`config.mk`:
```
export PLATFORM = sky130hd
export DESIGN_NAME = fadd_pipe
export DESIGN_NICKNAME = d
export VERILOG_FILES = /design/src/rtl/fpu_pkg.sv /design/src/rtl/lzc25.sv /design/src/rtl/fadd_pipe.sv
export SDC_FILE = /design/constraint.sdc
export NUM_CORES = 1
export LEC_CHECK = 0
export CAP_MARGIN = 20
export CELL_PAD_IN_SITES_DETAIL_PLACEMENT = 2
export CELL_PAD_IN_SITES_GLOBAL_PLACEMENT = 2
export CORE_MARGIN = 2
export CORE_UTILIZATION = 40
export DETAILED_ROUTE_END_ITERATION = 16
export MAX_ROUTING_LAYER = met4
export PLACE_DENSITY = 0.89
export SLEW_MARGIN = 20
export SYNTH_ARGS = -nofsm -noshare
export SYNTH_HDL_FRONTEND = slang
export SYNTH_HIERARCHICAL = 1
export SYNTH_SLANG_ARGS = --single-unit
```
`constraint.sdc`:
```
create_clock -name clk -period 10.9 [get_ports clk]
set_clock_uncertainty 0.1 [all_clocks]
set_input_delay 3.27 -clock clk [delete_from_list [all_inputs] [get_ports clk]]
set_output_delay 3.27 -clock clk [all_outputs]
set_load 0.01 [all_outputs]
```
`src/rtl/fpu_pkg.sv`:
```
// Shared single-precision definitions for the FPU datapath blocks.
// Contents: field widths, exponent bias, canonical quiet NaN, the fp32_t
// field view, a special-operand class used inside the adder pipeline, and
// NaN/Inf classifiers.
package fpu_pkg;

  localparam int EXP_W = 8;
  localparam int MAN_W = 23;
  localparam int BIAS  = 127;
  localparam logic [31:0] QNAN = 32'h7FC0_0000;

  typedef struct packed {
    logic             sign;
    logic [EXP_W-1:0] exp;
    logic [MAN_W-1:0] man;
  } fp32_t;

  // Result class decided from the operands alone, before any arithmetic.
  typedef enum logic [1:0] {
    SP_NONE = 2'd0,
    SP_NAN  = 2'd1,
    SP_INF  = 2'd2
  } special_e;

  function automatic logic is_nan(input fp32_t f);
    return (f.exp == '1) && (f.man != '0);
  endfunction

  function automatic logic is_inf(input fp32_t f);
    return (f.exp == '1) && (f.man == '0);
  endfunction

endpackage

```
`src/rtl/lzc25.sv`:
```
// Combinational leading-zero counter for the adder's normalize stage.
// Ports:
//   val_i  [24:0]  value to scan (bit 24 is the most significant)
//   cnt_o  [4:0]   number of leading zeros, 25 when val_i is all zero
module lzc25 (
  input  logic [24:0] val_i,
  output logic [4:0]  cnt_o
);

  // Ascending scan: the highest set bit is the last to write cnt_o.
  always_comb begin
    cnt_o = 5'd25;
    for (int i = 0; i < 25; i++) begin
      if (val_i[i]) cnt_o = 5'(24 - i);
    end
  end

endmodule

```
`src/rtl/fadd_pipe.sv`:
```
// Three-stage pipelined IEEE-754 single-precision adder, y = x1 + x2,
// round-to-nearest-even, with valid/ready handshakes and a sideband tag.
//   S1: unpack, order operands so |a| >= |b|, exponent difference, specials
//   S2: align b (guard/round/sticky), add or subtract magnitudes
//   S3: leading-zero count, normalize, round, pack, overflow flag
// The whole pipeline holds while the output is valid and not accepted.
// Build option: define FADD_SUB_EN to add the 'sub' input (x1 - x2).
// Ports:
//   clk, rstn            clock, async active-low reset
//   in_valid/in_ready    operand handshake; x1, x2, in_tag (and sub)
//   out_valid/out_ready  result handshake; y, ovf, out_tag
module fadd_pipe
  import fpu_pkg::*;
#(
  parameter int TAG_W = 5
) (
  input  logic             clk,
  input  logic             rstn,
  input  logic             in_valid,
  output logic             in_ready,
  input  logic [31:0]      x1,
  input  logic [31:0]      x2,
`ifdef FADD_SUB_EN
  input  logic             sub,
`endif
  input  logic [TAG_W-1:0] in_tag,
  output logic             out_valid,
  input  logic             out_ready,
  output logic [31:0]      y,
  output logic             ovf,
  output logic [TAG_W-1:0] out_tag
);

  logic stall;
  assign stall    = out_valid && !out_ready;
  assign in_ready = !stall;

  // ---------------- S1: unpack and order ----------------
  fp32_t    op1, op2, a_d, b_d;
  logic     swap_d;
  logic [7:0]  ea_d, eb_d, diff_d;
  logic [23:0] ma_d, mb_d;
  special_e sp_d;

  assign op1 = x1;
`ifdef FADD_SUB_EN
  assign op2 = {x2[31] ^ sub, x2[30:0]};
`else
  assign op2 = x2;
`endif

  always_comb begin
    // Exponent-then-mantissa compare is a plain magnitude compare.
    swap_d = op2[30:0] > op1[30:0];
    a_d    = swap_d ? op2 : op1;
    b_d    = swap_d ? op1 : op2;
    ea_d   = (a_d.exp == '0) ? 8'd1 : a_d.exp;
    eb_d   = (b_d.exp == '0) ? 8'd1 : b_d.exp;
    ma_d   = {a_d.exp != '0, a_d.man};
    mb_d   = {b_d.exp != '0, b_d.man};
    diff_d = ea_d - eb_d;
    sp_d   = SP_NONE;
    if (is_nan(op1) || is_nan(op2) ||
        (is_inf(op1) && is_inf(op2) && (op1.sign != op2.sign)))
      sp_d = SP_NAN;
    else if (is_inf(op1) || is_inf(op2))
      sp_d = SP_INF;
  end

  logic             s1_valid_q, s1_sign_q, s1_sub_q;
  logic [7:0]       s1_exp_q, s1_diff_q;
  logic [23:0]      s1_ma_q, s1_mb_q;
  special_e         s1_sp_q;
  logic [TAG_W-1:0] s1_tag_q;

  // ---------------- S2: align and add ----------------
  logic [26:0] b_ext, b_shift, a_al, b_al;
  logic        b_lost;
  logic [27:0] sum_d;

  always_comb begin
    b_ext = {s1_mb_q, 3'b000};
    if (s1_diff_q >= 8'd26) begin
      b_shift = '0;
      b_lost  = |s1_mb_q;
    end else begin
      b_shift = b_ext >> s1_diff_q;
      b_lost  = |(b_ext & ((27'd1 << s1_diff_q) - 27'd1));
    end
    b_al  = {b_shift[26:1], b_shift[0] | b_lost};
    a_al  = {s1_ma_q, 3'b000};
    sum_d = s1_sub_q ? ({1'b0, a_al} - {1'b0, b_al})
                     : ({1'b0, a_al} + {1'b0, b_al});
  end

  logic             s2_valid_q, s2_sign_q, s2_sub_q;
  logic [7:0]       s2_exp_q;
  logic [27:0]      s2_sum_q;
  special_e         s2_sp_q;
  logic [TAG_W-1:0] s2_tag_q;

  // ---------------- S3: normalize, round, pack ----------------
  logic [4:0]  lz, sh;
  logic [26:0] norm;
  logic [8:0]  exp9;
  logic        round_up;
  logic [31:0] rnd;
  logic [31:0] y_d;
  logic        ovf_d;

  // A nonzero sum with the top 25 bits clear can only be 4 (one-bit-apart
  // cancellation), which a saturated count of 25 normalizes correctly.
  lzc25 u_lzc (
    .val_i (s2_sum_q[27:3]),
    .cnt_o (lz)
  );

  always_comb begin
    sh   = 5'd0;
    norm = s2_sum_q[26:0];
    exp9 = {1'b0, s2_exp_q};
    if (lz == 5'd0) begin
      norm = {s2_sum_q[27:2], s2_sum_q[1] | s2_sum_q[0]};
      exp9 = {1'b0, s2_exp_q} + 9'd1;
    end else begin
      sh = lz - 5'd1;
      // Stop at effective exponent 1; what remains is a subnormal.
      if ({3'b000, sh} >= s2_exp_q) sh = 5'(s2_exp_q - 8'd1);
      norm = 27'(s2_sum_q << sh);
      exp9 = norm[26] ? ({1'b0, s2_exp_q} - {4'b0000, sh}) : 9'd0;
    end
    round_up = norm[2] & (norm[1] | norm[0] | norm[3]);
    // Mantissa carry ripples into the exponent (also subnormal -> normal).
    rnd   = {exp9, norm[25:3]} + {31'd0, round_up};
    y_d   = {s2_sign_q, rnd[30:0]};
    ovf_d = 1'b0;
    case (s2_sp_q)
      SP_NAN:  y_d = QNAN;
      SP_INF:  y_d = {s2_sign_q, 8'hFF, 23'd0};
      default: begin
        if (s2_sum_q == '0) begin
          // Only like-signed zeros reach here via an addition.
          y_d = {s2_sign_q & ~s2_sub_q, 31'd0};
        end else if (rnd[31:23] >= 9'd255) begin
          y_d   = {s2_sign_q, 8'hFF, 23'd0};
          ovf_d = 1'b1;
        end
      end
    endcase
  end

  // ---------------- stage registers ----------------
  always_ff @(posedge clk or negedge rstn) begin
    if (!rstn) begin
      s1_valid_q <= 1'b0;
      s1_sign_q  <= 1'b0;
      s1_sub_q   <= 1'b0;
      s1_exp_q   <= '0;
      s1_diff_q  <= '0;
      s1_ma_q    <= '0;
      s1_mb_q    <= '0;
      s1_sp_q    <= SP_NONE;
      s1_tag_q   <= '0;
      s2_valid_q <= 1'b0;
      s2_sign_q  <= 1'b0;
      s2_sub_q   <= 1'b0;
      s2_exp_q   <= '0;
      s2_sum_q   <= '0;
      s2_sp_q    <= SP_NONE;
      s2_tag_q   <= '0;
      out_valid  <= 1'b0;
      y          <= '0;
      ovf        <= 1'b0;
      out_tag    <= '0;
    end else if (!stall) begin
      s1_valid_q <= in_valid;
      s1_sign_q  <= a_d.sign;
      s1_sub_q   <= a_d.sign ^ b_d.sign;
      s1_exp_q   <= ea_d;
      s1_diff_q  <= diff_d;
      s1_ma_q    <= ma_d;
      s1_mb_q    <= mb_d;
      s1_sp_q    <= sp_d;
      s1_tag_q   <= in_tag;
      s2_valid_q <= s1_valid_q;
      s2_sign_q  <= s1_sign_q;
      s2_sub_q   <= s1_sub_q;
      s2_exp_q   <= s1_exp_q;
      s2_sum_q   <= sum_d;
      s2_sp_q    <= s1_sp_q;
      s2_tag_q   <= s1_tag_q;
      out_valid  <= s2_valid_q;
      y          <= y_d;
      ovf        <= ovf_d;
      out_tag    <= s2_tag_q;
    end
  end

endmodule

```
**After elaboration in Yosys (flattened, before gate mapping)**

Cells that the tools add are included.

- Add/subtract/negate cells: 9
- Magnitude comparators: 4
- Equal/unequal tests: 5
- Shifts and indexed selects: 3
- Muxes and demuxes: 45
- Bitwise logic cells: 9
- Reduce and logical (&&, ||, !) cells: 25

Operator list:

| kind | number |
|---|---|
| 32-bit two-way mux | 3 |
| 5-bit two-way mux | 18 |
| 32-bit case mux with 2 select lines | 1 |
| 23-bit zero test | 2 |
| 23-bit nonzero test | 2 |
| 32-bit by 1-bit adder with 32-bit output | 1 |
| 4-bit two-way mux | 8 |
| 31-bit greater-than comparator | 1 |
| 31-bit two-way mux | 1 |
| 27-bit by 27-bit adder with 28-bit output | 1 |
| 28-bit zero test | 1 |
| 28-bit two-way mux | 1 |
| 28-bit by 5-bit << shifter with 27-bit output | 1 |
| 27-bit by 27-bit subtractor with 28-bit output | 1 |
| 27-bit AND | 1 |
| 27-bit two-way mux | 1 |
| 27-bit OR reduction | 1 |
| 1-bit by 8-bit << shifter with 27-bit output, first input constant | 1 |
| 27-bit by 8-bit >> shifter with 27-bit output | 1 |
| 27-bit by 1-bit subtractor with 27-bit output, second input constant | 1 |
| 26-bit two-way mux | 1 |
| 24-bit OR reduction | 1 |
| 9-bit two-way mux | 2 |
| 8-bit == test, second input constant | 2 |
| 24 further kinds | 46 |

- Register bits after elaboration: 159
- Output and inout port bits: 40
- Logic and storage cells: 120

**Depth between registers and ports, before layout**

Gate-level depths: netlist of run 1.

- Depth after elaboration: 39
- Depth in mapped cells: 33
- Mapped depth without buffers: 30

**Cells and area by module**

Netlist of run 1, hierarchy kept.

Modules (own cells, without submodules):

| module | times used | cells each | area each (µm²) | seq. area each (µm²) |
|---|---|---|---|---|
| fadd_pipe | 1 | 1935 | 15671.3 | 3978.8 |
| lzc25 | 1 | 49 | 279.0 | 0.0 |

**Least setup slack after synthesis of run 1**

OpenSTA, ideal clock, no wires.

- Path type: input -> register
- From: input port x1[1]
- To: register s1_diff_q[7]
- Arrival: 7.783 ns
- Data required time: 10.667 ns
- Slack: 2.884 ns
- Stages on the path: 29
- Path buffers: 3
- Cell sequence: inv_1 ha_1 nor2b_1 o21a_1 o21a_1 o21a_1 o21a_1 o21a_1 o21a_1 o21a_1 o21a_1 o21ai_0 a21o_1 a21oi_1 clkbuf_1 clkbuf_1 buf_1 mux2i_1 ha_1 nor2b_1 o21ai_0 nand2b_1 and2_1 o21ai_0 nand2b_1 a21o_1 a21oi_1 xnor2_1 o21ai_0

- Longest elaborated chain between the ends: 5

RTL lines:

| item | line | text |
|---|---|---|
| start, declared | fadd_pipe.sv:21 | `input logic [31:0] x1,` |
| 31-bit greater-than comparator (*) | fadd_pipe.sv:54 | `swap_d = op2[30:0] > op1[30:0];` |
| 32-bit two-way mux (on tied branches) | fadd_pipe.sv:55, fadd_pipe.sv:56 |  |
| 8-bit zero test (on tied branches) | fadd_pipe.sv:57, fadd_pipe.sv:58 |  |
| 8-bit two-way mux (on tied branches) | fadd_pipe.sv:57, fadd_pipe.sv:58 |  |
| 8-bit subtractor (*) | fadd_pipe.sv:61 | `diff_d = ea_d - eb_d;` |
| end signal, assigned | fadd_pipe.sv:180 | `s1_diff_q <= diff_d;` |
| end, declared | fadd_pipe.sv:71 | `logic [7:0] s1_exp_q, s1_diff_q;` |

Every way passes the cells marked *; elsewhere a longest branch is shown, timed or not.
A chain may end at the register's enable or synchronous reset.

**Final worst setup path of run 1**

- From: register s2_sum_q[4]
- To: register y[22]

- Longest elaborated chain between the ends: 38

RTL lines:

| item | line | text |
|---|---|---|
| start, declared | fadd_pipe.sv:98 | `logic [27:0] s2_sum_q;` |
| start signal, assigned | fadd_pipe.sv:189 | `s2_sum_q <= sum_d;` |
| 4-bit two-way mux (*) (8 in series) | lzc25.sv:14 | `if (val_i[i]) cnt_o = 5'(24 - i);` |
| 5-bit two-way mux (*) (16 in series) | lzc25.sv:14 |  |
| named net lz[0] | fadd_pipe.sv:103 | `logic [4:0] lz, sh;` |
| 5-bit by 1-bit subtractor with 5-bit output | fadd_pipe.sv:126 | `sh = lz - 5'd1;` |
| 5-bit by 8-bit greater-or-equal comparator with 1-bit output | fadd_pipe.sv:128 | `if ({3'b000, sh} >= s2_exp_q) sh = 5'(s2_exp_q - 8'd1);` |
| 5-bit two-way mux | fadd_pipe.sv:128 |  |
| 5-bit two-way mux | fadd_pipe.sv:122 | `if (lz == 5'd0) begin` |
| 28-bit by 5-bit << shifter with 27-bit output | fadd_pipe.sv:129 | `norm = 27'(s2_sum_q << sh);` |
| 26-bit two-way mux | fadd_pipe.sv:122 |  |
| 1-bit bitwise OR (2 in series) | fadd_pipe.sv:132 | `round_up = norm[2] & (norm[1] \| norm[0] \| norm[3]);` |
| 1-bit AND | fadd_pipe.sv:132 |  |
| 32-bit by 1-bit adder with 32-bit output (*) | fadd_pipe.sv:134 | `rnd = {exp9, norm[25:3]} + {31'd0, round_up};` |
| 9-bit by 8-bit greater-or-equal comparator with 1-bit output | fadd_pipe.sv:144 | `end else if (rnd[31:23] >= 9'd255) begin` |
| 31-bit two-way mux (*) | fadd_pipe.sv:144 |  |
| 32-bit two-way mux (*) | fadd_pipe.sv:141 | `if (s2_sum_q == '0) begin` |
| 32-bit case mux with 2 select lines (*) | fadd_pipe.sv:137 | `case (s2_sp_q)` |
| end signal, assigned | fadd_pipe.sv:193 | `y <= y_d;` |
| end, declared | fadd_pipe.sv:29 | `output logic [31:0] y,` |

Mark *: on every way through the listed nets, which the timed path passes. The rest lies on a longest branch. The select of a mux whose other input is x is not followed.

==> out/qor.txt, run 1 <==
Final hold violations: 0
Die ar.: 41500 um2
Maximum VDD drop: 163 uV
Ys flop type: dfrtp_1
Antenna violations before repair: 2
Initial DRC Count: 1000
Skew-Pair Late Insertion Delay: 480 ps
Setup Buffers After CTS: 0
Crit. End Element: flip-flop
Area delta synth->final: 13.1%
Site Rows: 73
Max clock buf depth: 2
Relative slew slack: 0.292
Die width: 204 um
Root buf cell: clkbuf_16
Critical-path top delay cell: o32ai_1
Setup tns final: 0 ps
Die height: 204 um
Detailed-route wire length: 67.7 mm
DRC viols: 0
Mapped cell area: 16000 um2
H-tree Lvls: 4
CORE AREA: 39500 um2
Total gr overflow: 0
Mux contribution to synthesized area: 0.151
Ports: 113
Post-synth EDFFs: 0
Initial Utilization: 0.403
Post-synthesis compound-gate area fraction: 0.210
Tmin final: 9450 ps
Remaining antenna violation count: 0
Worst Setup Start Kind: flip-flop
Router iterations before antenna repair: 5
Hold buffers post-CTS: 0
Placed instance count: 2523
Dpl hpwl: 50.5 mm
Layout cells sized above 1: 0.0768
Clock slew at reported path FFs: 70 ps
Worst setup path category: reg -> reg
Xor and xnor area share after synthesis: 0.0412
Routed WL per cell: 26.5 um
CTS tree: built
Synth warn: 6
Status: completed
Worst Hold Class: reg -> reg
Avg Vias per Cell: 6.36
Syn Area/Cell: 8.04 um2
Largest net degree at the start of global routing: 181
Synth area leader: dfrtp_1
Dominant cells by area after synthesis: dfrtp_1 25%, mux2i_1 10%, ha_1 8.0%
Worst-Margin Slew: 1050 ps
Pwr per Cell Area: 366 nW/um2
CP dominant cell by count: ha_1
Yosys reg bits: 159
Final setup fails: 0
Final period util: 0.867
GPL Wtd Cong: 0.930
Fmax: 106 MHz
Ys async rst share: 1.00
CP required: 11160 ps
CP Buf/Inv Count: 4
PostCTS Resize Cnt: 0
Total power: 6.61 mW
Cell family with most CP delay: compound AO/OA/AOI/OAI gates
Gr usage total: 0.341
Syn Nets: 2162
Max cap viols: 0
Wire length of the first global-routing pass: 107 mm
Arrival time worst endpoint: 9710 ps
Cell area after layout: 18000 um2
Num CTS Buffers: 17
Synth top area share: 0.249
Main combinational cell family by area after synthesis: compound AO/OA/AOI/OAI gates
Simple-Gate Fraction of Synth Area: 0.204
Adder-cell share of the synthesized area: 0.0850
RSZ-0062 raised after global routing: no
Layout net count: 2195
Syn Inst Count: 1984
Port Buf Inserts: 112
Via count: 16300
Pleak: 7.76 nW
Final Max Slew Viols: 0
Post-Layout Cell Count: 2558
CP max FO: 29
Register area share after synthesis: 0.249
Number of global-route vias before repair: 17700
Cell variety after synth: 100
Slowest cell delay on critical path: 670 ps
Clock Sinks: 159
Post-DP Area: 17400 um2
==> metal layers <==
| layer | track usage | vias to the layer above | wire length, um | part of all wire |
|---|---|---|---|---|
| met5 | - | - | 0 | 0 |
| met3 | 0.0423 | 114 | 2850 | 0.042 |
| met1 | 0.432 | 8445 | 29800 | 0.44 |
| li1 | - | 7260 | - | - |
| met4 | 0.0991 | 0 | 1570 | 0.023 |
| met2 | 0.569 | 447 | 33500 | 0.49 |
==> synthesized netlist by cell type (23+ instances only) <==
| library cell | instances |
|---|---|
| nor4_1 | 40 |
| nor3_1 | 55 |
| nand2b_1 | 24 |
| mux2i_1 | 166 |
| nand3_1 | 35 |
| a21o_1 | 23 |
| inv_1 | 107 |
| ha_1 | 102 |
| a21oi_1 | 105 |
| clkbuf_1 | 90 |
| nand4_1 | 28 |
| nand2_1 | 238 |
| dfrtp_1 | 159 |
| xnor2_1 | 56 |
| o21ai_0 | 165 |
| mux2_2 | 38 |
| a31oi_1 | 26 |
| nor2_1 | 161 |
==> power breakdown <==
part	total [mW]	internal [mW]	switching [mW]
sequential	1.21	0.820	0.390
combinational	4.77	1.80	2.96
clock	0.633	0.311	0.321
==> state kept, by name (all words and copies together) (netlist names) <==
register and flops:
s2_tag_q 5, out_tag 5, s2_exp_q 8, s2_sp_q 2, s1_tag_q 5, s2_valid_q 1, s1_sub_q 1, ovf 1
s1_sign_q 1, s1_exp_q 8, out_valid 1, s1_valid_q 1, s1_diff_q 8, y 32, s2_sub_q 1, s1_sp_q 2
s2_sign_q 1, s1_mb_q 24, s2_sum_q 28, s1_ma_q 24
==> tightest hold or removal path: stages, from the launching register on <==
cell     delay, ps
dfrtp_1        360
nand2_1         50
nand2_1         50
==> cells by family after synthesis <==
group,Yosys count
DFF,159
muxes,218
AOI/OAI and AO/OA,512
xor gates and xnor gates,75
buffers and inverters,232
adders and majority gates,107
and+or+nand+nor,681
==> area by class of cell <==
type	instances	area [um2]
Timing Repair Buffer	135	1310
Clock buffer	17	425
Multi-Input combinational cell	1593	11100
Fill cell	4446	21500
Sequential cell	159	3980
Tap cell	525	657
Clock inverter	15	188
Inverter	111	417
Antenna cell	3	7.51
==> metrics by stage <==
stage                     hold slack (ps)   util  setup slack [ps]
final                                 389  0.456              1450
after global placement                342  0.440              2370
after global routing                  407  0.456               900
after floorplan                       330      -              2880
after detailed placement              360  0.440              1710
after CTS                             394  0.456              1630
==> path summary, 6_finish.rpt <==
| path | cells past startpoint | slack [ps] | end | start |
|---|---|---|---|---|
| max in group asynchronous | 2 | 6360 | s2_sum_q[18] | rstn |
| worst min register to register | 2 | 390 | s1_valid_q | s1_valid_q |
| worst min-delay path | 2 | 390 | s1_valid_q | s1_valid_q |
| worst max register to register | 30 | 1450 | y[22] | s2_sum_q[4] |
| worst max-delay path | 30 | 1450 | y[22] | s2_sum_q[4] |
| min in group asynchronous | 1 | 2800 | s1_ma_q[4] | rstn |
==> cell usage in the layout, fill, tap and decap left out, types with 23 or more instances in the layout <==
cell type	count
dfrtp_1	159
a31oi_1	26
nand4_1	28
nor2_1	161
nand2_1	238
nand3_1	35
mux2_2	38
a21o_1	23
clkdlybuf4s50_1	111
o21ai_0	165
xnor2_1	56
nand2b_1	24
ha_1	102
a21oi_1	104
inv_1	107
mux2i_1	166
nor4_1	39
nor3_1	54
Note: power is estimated with default switching activity, not from simulation.
==> run 2, diff against run 1 <==
Settings changed: CORE_UTILIZATION 40 to 30, PLACE_DENSITY 0.89 to 0.7.
Clock period 10.9 ns to 10.52 ns, I/O delays scaled along.
==> out/qor.txt, run 2 (synthesized netlist as in run 1, its figures left out) <==
Worst Hold Class: reg -> reg
Inserted Diodes: 0 (-3)
Final setup fails: 0 (unchanged)
Initial DRC Count: 826 (-17%)
Crit. End Element: flip-flop
Pleak: 7.79 nW (+0.36%)
DRC viols: 0 (unchanged)
Hold buffers post-CTS: 0 (unchanged)
Worst-Margin Slew: 953 ps (-101 ps)
Flop pwr share: 0.186 (+0.003)
Die height: 235 um (+15%)
Status: completed
Die width: 235 um (+15%)
Via count: 15500 (-4.9%)
Routed WL per cell: 22.5 um (-15%)
Worst Setup Start Kind: flip-flop
Setup Buffers After CTS: 0 (unchanged)
Dpl hpwl: 47.4 mm (-6.1%)
FILL cells: 6061 (+36%)
Max clock buf depth: 2 (unchanged)
Sw Share: 0.542 (-0.0142)
CP required: 10850 ps (-310 ps)
Area delta synth->final: 14.6%
RSZ-0062 raised after global routing: no
Maximum VDD drop: 176 uV (+8.1%)
Fmax: 114 MHz (+7.8%)
Antenna violations before repair: 1 (-1)
Pwr per Cell Area: 364 nW/um2 (-0.72%)
Ports: 113 (unchanged)
Clock power share: 0.101 (+0.005)
CORE AREA: 52600 um2 (+33%)
Pre-CTS WS: 1840 ps (+128 ps)
Router iterations before antenna repair: 5 (unchanged)
Initial Utilization: 0.304 (-0.0998)
Site Rows: 84 (+15%)
H-tree Lvls: 4 (unchanged)
Final period util: 0.833 (-0.0338)
Int Pwr: 3.05 mW (+3.8%)
Root buf cell: clkbuf_16
Tmin final: 8770 ps (-685 ps)
Post-Layout Cell Count: 2722 (+6.4%)
Largest register FFs: 32 (unchanged)
P_sw: 3.60 mW (-2.0%)
Layout cells sized above 1: 0.0782 (+0.00132)
Die ar.: 55000 um2 (+33%)
Total gr overflow: 0 (unchanged)
Num CTS Buffers: 17 (unchanged)
Clock slew at reported path FFs: 90 ps (+20 ps)
Sequential Area: 3980 um2 (unchanged)
Detailed-route wire length: 61.3 mm (-9.5%)
Skew-Pair Late Insertion Delay: 500 ps (+20 ps)
Max cap viols: 0 (unchanged)
Final hold violations: 0 (unchanged)
GPL Wtd Cong: 0.887 (-4.7%)
Arrival time worst endpoint: 9090 ps (-620 ps)
Final Max Slew Viols: 0 (unchanged)
Number of global-route vias before repair: 16800 (-5.5%)
Largest registers: y x32, s2_sum_q x28
Placed instance count: 2690 (+6.6%)
Setup tns final: 0 ps (unchanged)
Largest net degree at the start of global routing: 189 (+4.4%)
Remaining antenna violation count: 0 (unchanged)
Layout net count: 2199 (+0.18%)
Clock Sinks: 159 (unchanged)
Combinational power share: 0.713 (-0.008)
Worst setup path category: reg -> reg
CTS tree: built
Commonest non-fill, non-tap cells in the layout: 238 x nand2_1, 166 x mux2i_1, 165 x o21ai_0
Port Buf Inserts: 112 (unchanged)
Wire length of the first global-routing pass: 97.3 mm (-8.8%)
Relative slew slack: 0.365 (+0.0729)
Gr usage total: 0.235 (-0.106)
Final core utilization: 0.348 (-0.108)
Most common cell after layout, fill and taps aside: nand2_1
Worst setup margin: 1750 ps (+305 ps)
Avg Vias per Cell: 5.68 (-11%)
Area of the multi-input gates: 11100 um2 (about the same)
PostCTS Resize Cnt: 0 (unchanged)
CP max FO: 29 (unchanged)
Total power: 6.65 mW (+0.60%)
Biggest register: y
run 2: cell type report:
cell class | count | area share
inverter | 111 | 0.0229
tap | 688 | 0.0471
clock buffer | 17 | 0.0233
multi-input combinational | 1593 | 0.605
timing repair buffer | 139 | 0.0732
sequential | 159 | 0.218
clock inverter | 15 | 0.0112
run 2: worst max-delay path, cell delays in order (launching register included):
cell       delay (ps)
dfrtp_1           610
nor2b_1            90
o21ai_0           250
a2111oi_2         150
o32ai_1           630
inv_1             200
ha_1              300
xnor2_1           200
inv_1             100
ha_1              320
a21o_1            210
a31oi_2           300
o21a_4            550
mux2i_4           510
buf_4             370
mux2i_1           190
o21ai_0           550
a32o_1            280
o21ai_0           150
or4b_4            620
or4_1             620
nor4_2            380
nor4_4            120
a311oi_4          310
buf_4             330
a32o_1            210
run 2: through the flow:
step / instance area [um2] / hold slack, ps
after CTS: 18300 / 380
after global placement: 17700 / 348
after global routing: 18300 / 402
after floorplan: 16000 / 330
final: 18300 / 374
after detailed placement: 17700 / 360
run 2: path summary, 6_finish.rpt:
kind	to	startpoint	slack (ps)	cells after the start
hold / removal	s2_tag_q[4]	s2_tag_q[4]	370	2
min in group asynchronous	s1_ma_q[4]	rstn	2690	1
setup reg to reg	y[9]	s2_sum_q[4]	1750	25
hold reg to reg	s2_tag_q[4]	s2_tag_q[4]	370	2
setup / recovery	y[9]	s2_sum_q[4]	1750	25
max in group asynchronous	y[29]	rstn	6100	2
run 2: power groups by stage:
stage	Clock (mW)	Combinational [mW]	Sequential [mW]
final	0.673	4.74	1.23
after global routing	0.714	5.20	1.28
after CTS	0.694	4.74	1.23
after detailed placement	0	4.71	1.24
after global placement	0	4.59	1.22
after floorplan	0	3.36	1.09
run 2: layer usage:
metal  GRT usage  share of wire  up-vias
li1            -              -     7266
met3      0.0227          0.028       61
met1       0.314           0.48     7878
met5           -              0        -
met4      0.0692          0.021        0
met2       0.376           0.47      261
==> RTL edit 1: new RTL, config.mk and constraints of run 2 <==
Re-encode `special_e` (3 values) as one-hot, 3 bits wide.
--- a/src/rtl/fpu_pkg.sv
+++ b/src/rtl/fpu_pkg.sv
@@ -16,10 +16,10 @@
   } fp32_t;
 
   // Result class decided from the operands alone, before any arithmetic.
-  typedef enum logic [1:0] {
-    SP_NONE = 2'd0,
-    SP_NAN  = 2'd1,
-    SP_INF  = 2'd2
+  typedef enum logic [2:0] {
+    SP_NONE = 3'b001,
+    SP_NAN  = 3'b010,
+    SP_INF  = 3'b100
   } special_e;
 
   function automatic logic is_nan(input fp32_t f);
Check against the original RTL: same outputs for any inputs over 4 cycles, from zero or initial values and one cycle with rstn low; so few cycles prove little.
==> RTL edit 1 against run 2 <==
Non-clock buffer count grew 6. Sequential cell count grew 2. Area after synthesis grew 10%. Setup slack lost 260 ps. Count of clock-buffer cells in the layout grew 2. Final cell count grew 10%. Routed wire length grew 18%. Cell area grew 8.8%. Critical path type unchanged.
Power is left out: the tool's default activity adds up to more than one toggle a clock period on the data nets, which glitch-free logic cannot reach.
==> RTL edit 1: results <==
[clock_network]
htree_levels = 4
cts_buffers = 17
clk_pin_slew_ps = 70
cts_resized = 0
clock_path_buffers = 2
hold_buffers = 0
root_buffer = clkbuf_16
clock_latency_ps = 490
postCtsSetupRepairBufs = 0

[cells_and_area]
drive_above_1_share = 0.0926
n_fill_cell = 6625
n_antenna_cell = 0
nets = 2398
largest_registers = y x32, s2_sum_q x28

[worst_setup_path]
arrival_ps = 9300
critPathTopFamily = simple AND/OR/NAND/NOR gates
rr_worst_depth = 24
crit_path_max_incr_delay_ps = 790
crit_fanout = 23
cpMaxStageDelayCell = mux2_1

[synth]
yosysSeqAreaShare = 0.229
synthMuxAreaShare = 0.122
synth-xor-area-share = 0.0364
syn-num-nets = 2392
avgSynthCellArea_um2 = 7.93
synth-compound-area-share = 0.264
yosys_warnings = 6
ys.flop_type = dfrtp_1
synth_adder_area_share = 0.0752
synthDistinctLibCells = 113
synth-async-reset-ratio = 1.00
synth_common_cells = nand2_1, o21ai_0, dfrtp_1, mux2i_1, nor2_1
synthTopCellsByArea = dfrtp_1, mux2i_1, nand2_1

[global_route]
gr-usage-all-layers = 0.246
grt_pass1_vias = 18500
antenna_found_initial = 0
grt_max_degree = 110
grt_pass1_wl_mm = 112

[timing]
hold_viol = 0
relSlewSlack = 0.227
final-setup-viol-count = 0

[route]
vias = 17500
dr.pass1.iters = 5
post_drt_wl_per_cell_um = 24.0
vias_per_cell = 5.85
dr.first_iter.drc_count = 936

[placement]
place.gp.congestion = 0.906
io_buffers = 112
hpwl_mm = 54.9
dp.cells = 2968

[status]
status = complete, no violations

[worst_hold_path]
hold-path-cell-count = 2
hp-class = reg2reg
RTL edit 1: tightest hold or removal path: stages (launching register included):
cell,delay [ps]
dfrtp_1,340
nand2_1,50
nand2_1,50
RTL edit 1: logic make-up after synthesis:
family	after synthesis
buffers and inverters	265
adder cells (fa/ha/maj)	104
flip-flops	161
AO/OA/AOI/OAI	644
multiplexers	193
XOR/XNOR	73
AND/OR/NAND/NOR	776
RTL edit 1: worst paths after layout:
| path | start | end | slack (ps) |
|---|---|---|---|
| max | s2_sum_q[4] | y[22] | 1500 |
| min | s2_valid_q | s2_valid_q | 370 |
| max reg2reg | s2_sum_q[4] | y[22] | 1500 |
| min reg2reg | s2_valid_q | s2_valid_q | 370 |
| max in group asynchronous | rstn | y[20] | 5870 |
| min in group asynchronous | rstn | s1_mb_q[1] | 2540 |
RTL edit 1: stage by stage:
step	worst slack, ps	util	hold slack [ps]	instance area (um2)
final	1500	0.344	366	19900
after global routing	804	0.344	400	19900
after CTS	1650	0.344	375	19900
after detailed placement	1680	0.333	358	19300
after global placement	1780	0.333	343	19300
after floorplan	2620	-	330	17600
RTL edit 1: routing by layer:
| metal | part of all wire | global-route usage | up-vias |
|---|---|---|---|
| met1 | 0.45 | 0.312 | 8947 |
| li1 | - | - | 8154 |
| met4 | 0.031 | 0.0872 | 0 |
| met5 | 0 | - | - |
| met3 | 0.035 | 0.0318 | 105 |
| met2 | 0.48 | 0.401 | 335 |
RTL edit 1: area by class of cell:
class                   count  area [um2]  area share
flip-flops and latches    161        4030       0.203
inverters                 107         404      0.0203
clock inverters            13         166     0.00837
well taps                 765         957      0.0481
clock buffers              19         443      0.0223
repair buffers            145        1370      0.0689
multi-input cells        1790       12500       0.629
==> RTL edit 2: new RTL, settings of run 2 <==
Without the edit above. The option `FADD_SUB_EN` is turned on by a define.
--- a/src/rtl/fadd_pipe.sv
+++ b/src/rtl/fadd_pipe.sv
@@ -9,6 +9,8 @@
 //   clk, rstn            clock, async active-low reset
 //   in_valid/in_ready    operand handshake; x1, x2, in_tag (and sub)
 //   out_valid/out_ready  result handshake; y, ovf, out_tag
+`define FADD_SUB_EN
+
 module fadd_pipe
   import fpu_pkg::*;
 #(
Interface: changed (added sub); port bits go from 113 to 114. The function was not compared with the original's and may differ.
==> RTL edit 2 against run 2 <==
Routed wire length rose by 6.2%. Via count is 3.7% higher. Die area up 1.8%. Setup slack improved by 85 ps. Area after synthesis up 1.8%. Sequential cell count did not move. Sequential share of layout area decreased by 0.35 points. Power rose by 6.3%. Hold slack got worse by 4.0 ps. Cell area increased by 1.7%. Critical path type unchanged. Largest cell class unchanged. Largest power group unchanged. Highest routed layer unchanged.
==> RTL edit 2: results <==
[worst_setup_path]
cpMaxStageDelayCell = a2111oi_0
crit_path_max_incr_delay_ps = 1030
crit_fanout = 19
arrival_ps = 8970

[global_route]
grt_pass1_vias = 17100
grt_pass1_wl_mm = 103
use_met3 = 0.0354
grtUsageMet2 = 0.378
met1_usage = 0.323
gr-usage-all-layers = 0.241
grt_max_degree = 103

[cells_and_area]
inv_count = 114
buffers = 148
num-multi-input-gates = 1663
nonClkBufAreaFrac = 0.0753
n_antenna_cell = 3
seq_share = 0.214
n_fill_cell = 6105
multi_input_area_um2 = 11300

[placement]
io_buffers = 113
hpwl_mm = 50.4
placed_area_um2 = 17900
place.gp.congestion = 0.898
dp_worst_setup_slack_ps = 1390

[timing]
relSlewSlack = 0.276

[status]
status = complete, no violations

[synth]
syn_inst = 2072
yosysSeqAreaShare = 0.245
syn-num-nets = 2251

[route]
post_drt_wl_per_cell_um = 23.1
vias = 16000

[power_and_ir_drop]
p_leak_nw = 7.83
powerDensity_nw_per_um2 = 380
worst_ir_drop_vdd_v = 0.000163

[floorplanning]
num_rows = 85
-- RTL edit 2: routing by layer --
metal  part of all wire  wire, um
met4              0.018      1190
met2               0.46     30200
met5                  0         0
met1               0.48     31500
met3              0.035      2270
-- RTL edit 2: report_power, final --
group	switching [mW]	internal, mW
logic	3.20	1.90
registers	0.442	0.845
clock network	0.350	0.328
total	3.99	3.08
-- RTL edit 2: logic make-up (layout without fill, tap and decap cells) --
| family | after synthesis | count (layout) | share of synthesized area |
|---|---|---|---|
| AO/OA/AOI/OAI | 545 | 545 | 0.221 |
| buffers and inverters | 250 | 294 | 0.0628 |
| AND/OR/NAND/NOR | 740 | 740 | 0.213 |
| XOR/XNOR | 72 | 72 | 0.0393 |
| multiplexers | 200 | 200 | 0.136 |
| flip-flops | 159 | 159 | 0.245 |
| adder cells (fa/ha/maj) | 106 | 106 | 0.0829 |
| other | 0 | 3 | 0 |
-- RTL edit 2: critical path: cells and delay by family, from the launching register on --
| kind | cells | cell delay (ps) |
|---|---|---|
| muxes | 1 | 620 |
| AOI/OAI and AO/OA | 10 | 3320 |
| buffers and inverters | 5 | 1090 |
| and+or+nand+nor | 8 | 2410 |
| DFF | 1 | 550 |
| adders and majority gates | 2 | 490 |
-- RTL edit 2: final timing paths --
path | from | end | slack (ps) | cells past startpoint
max | s2_sum_q[16] | y[11] | 1840 | 26
max in group asynchronous | rstn | y[24] | 6500 | 2
min | s2_valid_q | out_valid | 370 | 1
max reg2reg | s2_sum_q[16] | y[11] | 1840 | 26
min in group asynchronous | rstn | s2_sum_q[1] | 2530 | 1
min reg2reg | s2_valid_q | out_valid | 370 | 1
